[src/rtl/odu_chk_pkg.sv]
// odu_chk_pkg: shared state encoding, byte width and saturating-increment
// helper for the multi-channel ODU sequence checker.
package odu_chk_pkg;

  typedef enum logic [1:0] {
    HUNT = 2'd0,
    SYNC = 2'd1,
    LOCK = 2'd2
  } chk_state_e;

  localparam int BYTE_W = 8;
  localparam int SAT_W  = 64;

  // Increment that sticks at max_val instead of wrapping.
  function automatic logic [SAT_W-1:0] sat_inc(input logic [SAT_W-1:0] val,
                                               input logic [SAT_W-1:0] max_val);
    logic [SAT_W-1:0] res;
    if (val >= max_val) begin
      res = max_val;
    end else begin
      res = val + 64'd1;
    end
    return res;
  endfunction

endpackage

[src/rtl/odu_chk_word_cmp.sv]
// odu_chk_word_cmp: combinational byte-window comparator. Byte 0 sits at the
// MSB end; when rs is set the leading OH_BYTES overhead bytes are skipped and
// the incrementing pattern restarts at the first payload byte.
module odu_chk_word_cmp
  import odu_chk_pkg::*;
#(
  parameter int DATA_W   = 384,
  parameter int OH_BYTES = 2
) (
  input  logic [DATA_W-1:0] data,
  input  logic [7:0]        last_byte,
  input  logic              rs,
  output logic              match
);

  localparam int         NB   = DATA_W / BYTE_W;
  localparam logic [7:0] OH_B = 8'(OH_BYTES);

  logic [7:0]    base_s;
  logic [NB-1:0] byte_ok_s;

  // Expected value of byte k is base_s + k, with base shifted back over overhead.
  always_comb begin
    if (rs) begin
      base_s = last_byte - OH_B + 8'd1;
    end else begin
      base_s = last_byte + 8'd1;
    end
  end

  for (genvar k = 0; k < NB; k++) begin : g_byte
    localparam logic [7:0] K_B = 8'(k);
    logic [7:0] byte_s;
    assign byte_s = data[DATA_W-1-BYTE_W*k -: BYTE_W];
    if (k < OH_BYTES) begin : g_oh
      assign byte_ok_s[k] = rs | (byte_s == base_s + K_B);
    end else begin : g_pl
      assign byte_ok_s[k] = (byte_s == base_s + K_B);
    end
  end

  assign match = &byte_ok_s;

endmodule

[src/rtl/odu_seq_checker_mc.sv]
// odu_seq_checker_mc: checks incrementing-byte payload and MFAS continuity for
// N_CH time-multiplexed channels, each with HUNT/SYNC/LOCK hysteresis, and
// keeps saturating per-channel statistics behind a clear-on-read port.
// Build option: define ODU_SEQ_CHK_WERR_EN to implement the bad-word counter;
// without it o_rd_werr reads 0.
module odu_seq_checker_mc
  import odu_chk_pkg::*;
#(
  parameter  int N_CH     = 8,
  parameter  int DATA_W   = 384,
  parameter  int OH_BYTES = 2,
  parameter  int LOCK_N   = 4,
  parameter  int LOSS_N   = 3,
  parameter  int CNT_W    = 16,
  localparam int CH_W     = $clog2(N_CH)
) (
  input  logic              clk,
  input  logic              rst,
  input  logic              i_valid,
  input  logic [CH_W-1:0]   i_chid,
  input  logic [DATA_W-1:0] i_data,
  input  logic              i_fs,
  input  logic              i_rs,
  input  logic [7:0]        i_mfas,
  input  logic              i_rd_req,
  input  logic [CH_W-1:0]   i_rd_chid,
  input  logic              i_rd_clr,
  output logic [N_CH-1:0]   o_lock,
  output logic              o_err_pulse,
  output logic [CH_W-1:0]   o_err_chid,
  output logic              o_rd_valid,
  output logic [CNT_W-1:0]  o_rd_frames,
  output logic [CNT_W-1:0]  o_rd_ferr,
  output logic [CNT_W-1:0]  o_rd_werr
);

  localparam logic [3:0]       LOCK_N_C = 4'(LOCK_N);
  localparam logic [3:0]       LOSS_N_C = 4'(LOSS_N);
  localparam logic [CNT_W-1:0] CNT_MAX  = {CNT_W{1'b1}};
  localparam logic [CNT_W-1:0] CNT_ZERO = {CNT_W{1'b0}};

  chk_state_e       state_r     [N_CH];
  logic [3:0]       run_r       [N_CH];
  logic [7:0]       last_byte_r [N_CH];
  logic [7:0]       last_mfas_r [N_CH];
  logic [CNT_W-1:0] frames_r    [N_CH];
  logic [CNT_W-1:0] ferr_r      [N_CH];
  logic [CNT_W-1:0] frames_nxt_s[N_CH];
  logic [CNT_W-1:0] ferr_nxt_s  [N_CH];

  chk_state_e      cur_state_s, nxt_state_s;
  logic [3:0]      cur_run_s, nxt_run_s;
  logic [7:0]      cur_last_byte_s, cur_last_mfas_s;
  logic            byte_match_s, mfas_ok_s, good_s, bad_s, frame_ev_s;
  logic [N_CH-1:0] lock_nxt_s;

  // Clear (optional) then saturating increment (optional) of one counter.
  function automatic logic [CNT_W-1:0] cnt_step(input logic [CNT_W-1:0] cur,
                                                input logic clr, input logic ev);
    logic [CNT_W-1:0] base;
    logic [SAT_W-1:0] inc;
    logic [CNT_W-1:0] res;
    if (clr) begin
      base = CNT_ZERO;
    end else begin
      base = cur;
    end
    inc = sat_inc(SAT_W'(base), SAT_W'(CNT_MAX));
    if (ev) begin
      res = inc[CNT_W-1:0];
    end else begin
      res = base;
    end
    return res;
  endfunction

  // The context is read straight from the registers and written back on the
  // word's own edge, so a back-to-back word on the same channel always sees
  // the freshly updated state without any stall.
  assign cur_state_s     = state_r[i_chid];
  assign cur_run_s       = run_r[i_chid];
  assign cur_last_byte_s = last_byte_r[i_chid];
  assign cur_last_mfas_s = last_mfas_r[i_chid];

  odu_chk_word_cmp #(
    .DATA_W   (DATA_W),
    .OH_BYTES (OH_BYTES)
  ) u_cmp (
    .data      (i_data),
    .last_byte (cur_last_byte_s),
    .rs        (i_rs),
    .match     (byte_match_s)
  );

  // MFAS holds within a frame and steps by one at each frame start.
  always_comb begin
    if (i_fs) begin
      mfas_ok_s = (i_mfas == cur_last_mfas_s + 8'd1);
    end else begin
      mfas_ok_s = (i_mfas == cur_last_mfas_s);
    end
  end

  assign good_s     = byte_match_s & mfas_ok_s;
  assign bad_s      = i_valid & (cur_state_s != HUNT) & ~good_s;
  assign frame_ev_s = i_valid & i_fs & i_rs;

  // Next-state and run counter for the channel addressed this cycle.
  always_comb begin
    nxt_state_s = cur_state_s;
    nxt_run_s   = cur_run_s;
    case (cur_state_s)
      HUNT: begin
        if (i_fs && i_rs) begin
          nxt_state_s = SYNC;
          nxt_run_s   = 4'd0;
        end else begin
          nxt_state_s = HUNT;
        end
      end
      SYNC: begin
        if (!good_s) begin
          nxt_state_s = HUNT;
          nxt_run_s   = 4'd0;
        end else if (cur_run_s + 4'd1 == LOCK_N_C) begin
          nxt_state_s = LOCK;
          nxt_run_s   = 4'd0;
        end else begin
          nxt_run_s   = cur_run_s + 4'd1;
        end
      end
      LOCK: begin
        if (good_s) begin
          nxt_run_s   = 4'd0;
        end else if (cur_run_s + 4'd1 == LOSS_N_C) begin
          nxt_state_s = HUNT;
          nxt_run_s   = 4'd0;
        end else begin
          nxt_run_s   = cur_run_s + 4'd1;
        end
      end
      default: begin
        nxt_state_s = HUNT;
        nxt_run_s   = 4'd0;
      end
    endcase
  end

  // Lock flags as they will stand once this cycle's update has landed.
  always_comb begin
    lock_nxt_s = {N_CH{1'b0}};
    for (int c = 0; c < N_CH; c++) begin
      if (i_valid && (i_chid == CH_W'(c))) begin
        lock_nxt_s[c] = (nxt_state_s == LOCK);
      end else begin
        lock_nxt_s[c] = (state_r[c] == LOCK);
      end
    end
  end

  // Counter next values: a read-clear lands before a same-cycle increment.
  always_comb begin
    for (int c = 0; c < N_CH; c++) begin
      frames_nxt_s[c] = cnt_step(frames_r[c],
                                 i_rd_req & i_rd_clr & (i_rd_chid == CH_W'(c)),
                                 frame_ev_s & (i_chid == CH_W'(c)));
      ferr_nxt_s[c]   = cnt_step(ferr_r[c],
                                 i_rd_req & i_rd_clr & (i_rd_chid == CH_W'(c)),
                                 frame_ev_s & (i_chid == CH_W'(c)) & (cur_state_s != LOCK));
    end
  end

  // Per-channel context and frame statistics.
  always_ff @(posedge clk or posedge rst) begin
    if (rst) begin
      for (int c = 0; c < N_CH; c++) begin
        state_r[c]     <= HUNT;
        run_r[c]       <= 4'd0;
        last_byte_r[c] <= 8'd0;
        last_mfas_r[c] <= 8'd0;
        frames_r[c]    <= CNT_ZERO;
        ferr_r[c]      <= CNT_ZERO;
      end
    end else begin
      for (int c = 0; c < N_CH; c++) begin
        if (i_valid && (i_chid == CH_W'(c))) begin
          state_r[c]     <= nxt_state_s;
          run_r[c]       <= nxt_run_s;
          last_byte_r[c] <= i_data[7:0];
          last_mfas_r[c] <= i_mfas;
        end
        frames_r[c] <= frames_nxt_s[c];
        ferr_r[c]   <= ferr_nxt_s[c];
      end
    end
  end

  // Registered lock flags, error pulse and frame-statistics read data.
  always_ff @(posedge clk or posedge rst) begin
    if (rst) begin
      o_lock      <= {N_CH{1'b0}};
      o_err_pulse <= 1'b0;
      o_err_chid  <= {CH_W{1'b0}};
      o_rd_valid  <= 1'b0;
      o_rd_frames <= CNT_ZERO;
      o_rd_ferr   <= CNT_ZERO;
    end else begin
      o_lock      <= lock_nxt_s;
      o_err_pulse <= bad_s;
      o_err_chid  <= bad_s ? i_chid : {CH_W{1'b0}};
      o_rd_valid  <= i_rd_req;
      o_rd_frames <= i_rd_req ? frames_r[i_rd_chid] : CNT_ZERO;
      o_rd_ferr   <= i_rd_req ? ferr_r[i_rd_chid] : CNT_ZERO;
    end
  end

`ifdef ODU_SEQ_CHK_WERR_EN
  logic [CNT_W-1:0] werr_r     [N_CH];
  logic [CNT_W-1:0] werr_nxt_s [N_CH];

  // Bad-word counter next values, same clear-then-increment ordering.
  always_comb begin
    for (int c = 0; c < N_CH; c++) begin
      werr_nxt_s[c] = cnt_step(werr_r[c],
                               i_rd_req & i_rd_clr & (i_rd_chid == CH_W'(c)),
                               bad_s & (i_chid == CH_W'(c)));
    end
  end

  // Bad-word counter storage.
  always_ff @(posedge clk or posedge rst) begin
    if (rst) begin
      for (int c = 0; c < N_CH; c++) begin
        werr_r[c] <= CNT_ZERO;
      end
    end else begin
      for (int c = 0; c < N_CH; c++) begin
        werr_r[c] <= werr_nxt_s[c];
      end
    end
  end

  // Bad-word read data.
  always_ff @(posedge clk or posedge rst) begin
    if (rst) begin
      o_rd_werr <= CNT_ZERO;
    end else begin
      o_rd_werr <= i_rd_req ? werr_r[i_rd_chid] : CNT_ZERO;
    end
  end
`else
  // Bad-word counter not built: read data is constant zero.
  always_ff @(posedge clk or posedge rst) begin
    if (rst) begin
      o_rd_werr <= CNT_ZERO;
    end else begin
      o_rd_werr <= CNT_ZERO;
    end
  end
`endif

endmodule

[config.mk]
export PLATFORM = sky130hd
export DESIGN_NAME = odu_seq_checker_mc
export DESIGN_NICKNAME = d
export VERILOG_FILES = /design/src/rtl/odu_chk_pkg.sv /design/src/rtl/odu_chk_word_cmp.sv /design/src/rtl/odu_seq_checker_mc.sv
export SDC_FILE = /design/constraint.sdc
export NUM_CORES = 2
export LEC_CHECK = 0
export BUFFER_PORTS_ARGS = -buffer_cell sky130_fd_sc_hd__buf_2
export CELL_PAD_IN_SITES_DETAIL_PLACEMENT = 0
export CELL_PAD_IN_SITES_GLOBAL_PLACEMENT = 1
export CORE_UTILIZATION = 45
export CTS_CLUSTER_DIAMETER = 80
export DETAILED_ROUTE_END_ITERATION = 12
export GPL_TIMING_DRIVEN = 0
export PLACE_DENSITY_LB_ADDON = 0.25
export SYNTH_ARGS = -nofsm -noshare
export SYNTH_HDL_FRONTEND = slang
export SYNTH_SLANG_ARGS = --single-unit
[constraint.sdc]
create_clock -name clk -period 19.3 [get_ports clk]
set_clock_uncertainty 0.15 [all_clocks]
set_input_delay 3.86 -clock clk [delete_from_list [all_inputs] [get_ports clk]]
set_output_delay 3.86 -clock clk [all_outputs]
set_load 0.05 [all_outputs]
==> results.py <==
metrics = {
    "run": {
        "drv_cap": 0,
    },
    "worst_setup_path": {
        "cp_slowest_stage_delay_ns": 1.01,
        "setup.worst_path.class": "in -> reg",
        "r2r_cells": 26,
        "r2r_start": "last_byte_r[32]$_DFFE_PP0P_",
        "arrival_ns": 15.34,
        "reg2reg_slack_ns": 7.66,
        "r2r-end": "run_r[6]$_DFFE_PP0P_",
        "crit_fanout": 14,
        "start_kind": "primary input",
        "slowest_stage": "xor2_1",
        "end_kind": "flip-flop",
        "cp.required_ns": 19.61,
    },
    "clock_network": {
        "htree_levels": 2,
        "cts_buffers": 53,
        "clkTransAtPathRegs_ns": 0.06,
        "root_buffer": "clkbuf_16",
        "cts_resized": 0,
        "clk-insertion-delay-late_ns": 0.63,
        "cts_setup_buffers": 0,
        "cts_hold_buffers": 0,
        "cts_sinks": 477,
        "cts_tree": "done",
        "cts_buffer_depth": 3,
    },
    "route": {
        "routedWlPerCell_microns": 27.93,
        "firstDrtPassIters": 6,
        "detail-route-antenna-nets": 0,
        "drt-initial-drc-count": 4738,
        "via_count": 35700,
        "vias_per_cell": 6.277,
        "route.detailed.drc": 0,
        "wirelength_microns": 158900,
    },
    "synthesis": {
        "yosys_most_used_dff": "dfrtp_1",
        "synth.top_cells.by_count": "nand2_1, dfrtp_1, nor2_1",
        "synth.most_common_cell": "nand2_1",
        "synth_seq_cells": 477,
        "synthDistinctLibCells": 106,
        "synthTopCellsByArea": "dfrtp_1, nand2_1, mux4_2",
        "syn_area_per_cell_sq_um": 8.472,
        "async_flop_share_pct": 100.0,
        "synth_edf_count": 0,
        "synth.top_cell.area_share_pct": 34.42,
        "yosysSeqAreaShare_pct": 34.42,
        "synth_largest_area_cell": "dfrtp_1",
        "synth_area_sq_mm": 0.03468,
        "ys_warn_count": 0,
        "synthCells": 4094,
    },
    "sta": {
        "setup_viol": 0,
        "setup_ws_ns": 4.271,
        "max_freq_mhz": 66.54,
        "min_period_ns": 15.03,
        "slew_headroom_pct": 5.548,
        "final.period_utilization_pct": 77.87,
        "rsz0062_at_grt": "false",
        "slew_violations": 0,
        "hold_violations": 0,
        "holdWs_ns": 0.3229,
        "worst_pin_slew_ns": 1.406,
    },
    "outcome": {
        "status": "completed",
    },
    "pwr": {
        "power.density_mw_per_mm2": 90.51,
        "ir_worst_vdd_mv": 0.07242,
        "power_leakage_uw": 0.01799,
    },
    "grt": {
        "grt_usage_pct": 39.81,
        "grt_antenna_before_repair": 22,
        "grt_pass1_vias": 32720,
        "grt_pass1_wl_microns": 226800,
        "grt_max_degree": 122,
        "grt_overflow": 0,
    },
    "floorplanning": {
        "die_w_microns": 279.6,
        "die_h_microns": 279.6,
        "core_area_sq_mm": 0.07608,
        "rows": 101,
        "ios": 466,
        "start_util_pct": 45.59,
        "die-area_sq_mm": 0.07819,
    },
    "final_layout": {
        "nFillCells": 7396,
        "drive_above_1_share_pct": 16.01,
        "layout.nets": 5049,
        "fin_area_sq_mm": 0.04028,
        "syn_to_final_growth_pct": 16.13,
    },
    "placement": {
        "io_buffers": 432,
        "placedInstanceArea_sq_mm": 0.03835,
        "gp_congestion": 1.100,
        "place_ws_ns": 4.306,
        "dp_hpwl_microns": 125200,
    },
    "min_path": {
        "hold_start": "last_mfas_r[25]$_DFFE_PP0P_",
        "hp-class": "reg -> reg",
        "min_to": "last_mfas_r[25]$_DFFE_PP0P_",
        "min_path_cells": 2,
    },
}
-- registers in the layout, indices dropped and copies added, names as in the netlist --
signal and count:
frames_r 128, o_rd_valid 1, o_lock 8, state_r 16
o_err_chid 3, o_rd_ferr 16, last_mfas_r 64, run_r 32
o_rd_frames 16, o_err_pulse 1, last_byte_r 64, ferr_r 128
-- layout make-up --
cell class                      instances  area [sq um]  share of cell area, %
Multi-Input combinational cell       3322         21530                  53.46
Sequential cell                       477         11940                  29.64
Timing Repair Buffer                  439          2295                  5.697
Clock buffer                           75          1560                  3.874
Tap cell                             1030          1289                  3.200
Buffer                                235          1018                  2.529
Clock inverter                         23         327.8                 0.8139
Inverter                               75         289.0                 0.7176
Antenna cell                           12         30.03                0.07456
-- layer usage --
layer,vias up,global-route usage [%],routed length (microns)
met2,2113,58.12,66610
met4,8,20.04,9341
met5,-,0,55
met3,424,8.849,17800
met1,17430,55.35,65050
li1,15730,-,-
-- power by group --
part           switching [uW]  total, uW  internal, uW  leakage [uW]
Clock                     443       1100           657      0.000931
Sequential               53.3       1140          1080       0.00638
Combinational             964       1410           442        0.0107
-- kinds of logic after synthesis --
kind of cell | share of synthesized area [%]
buffers and inverters | 3.748
xor gates and xnor gates | 9.755
DFF | 34.42
adders and majority gates | 1.479
AOI/OAI and AO/OA | 13.52
muxes | 9.387
other | 0.01081
and+or+nand+nor | 27.69
-- per-stage QoR --
| step | TNS (ns) | total power (uW) | std cells | util (%) |
|---|---|---|---|---|
| 6_report | 0 | 3645 | 5688 | 52.94 |
| 5_1_grt | 0 | 3747 | 5684 | 52.93 |
| 4_1_cts | 0 | 3591 | 5676 | 52.89 |
| 3_5_place_dp | 0 | 2490 | 5578 | 50.40 |
| 3_3_place_gp | -1813.46 | 2485 | 5571 | 50.20 |
| 2_1_floorplan | 0 | 1960 | 4109 | - |
-- worst max-delay path, delay by kind of cell --
kind / cells / cell delay [ns]
compound gates: 4 / 0.98
xor+xnor: 2 / 1.67
fa+ha+maj: 2 / 0.66
buf+inv: 9 / 3.97
simple gates: 12 / 4.19
-- cell usage in the layout, fill, tap and decap left out, types with 66 or more instances in the layout --
| cell | netlist | final |
|---|---|---|
| a21oi_1 | 156 | 156 |
| o21ai_0 | 225 | 224 |
| dfrtp_1 | 477 | 477 |
| and3_1 | 90 | 90 |
| nor2_1 | 253 | 253 |
| nand2_1 | 827 | 827 |
| nor3_1 | 111 | 111 |
| xor2_1 | 156 | 156 |
| a31oi_1 | 66 | 66 |
| clkbuf_1 | 158 | 166 |
| nor2b_1 | 68 | 68 |
| nand4_1 | 88 | 88 |
| xnor2_1 | 189 | 189 |
| nand3_1 | 192 | 192 |
| mux4_2 | 88 | 88 |
| mux2i_1 | 107 | 107 |
| buf_2 | 25 | 458 |
-- how the worst max path moves through the flow --
stage | startpoint | end | slack, ns | cells after the start
after detailed placement | i_chid[2] | run_r[6]$_DFFE_PP0P_ | 4.31 | 29
after CTS | i_chid[2] | run_r[6]$_DFFE_PP0P_ | 4.92 | 29
after floorplan | rst | ferr_r[0]$_DFF_PP0_ | 1.98 | 1
final | i_chid[2] | run_r[6]$_DFFE_PP0P_ | 4.27 | 29
after global placement | rst | ferr_r[56]$_DFF_PP0_ | -3.86 | 2
after global routing | i_chid[2] | run_r[6]$_DFFE_PP0P_ | 4.51 | 29
Power figures use the tool's default switching activity.
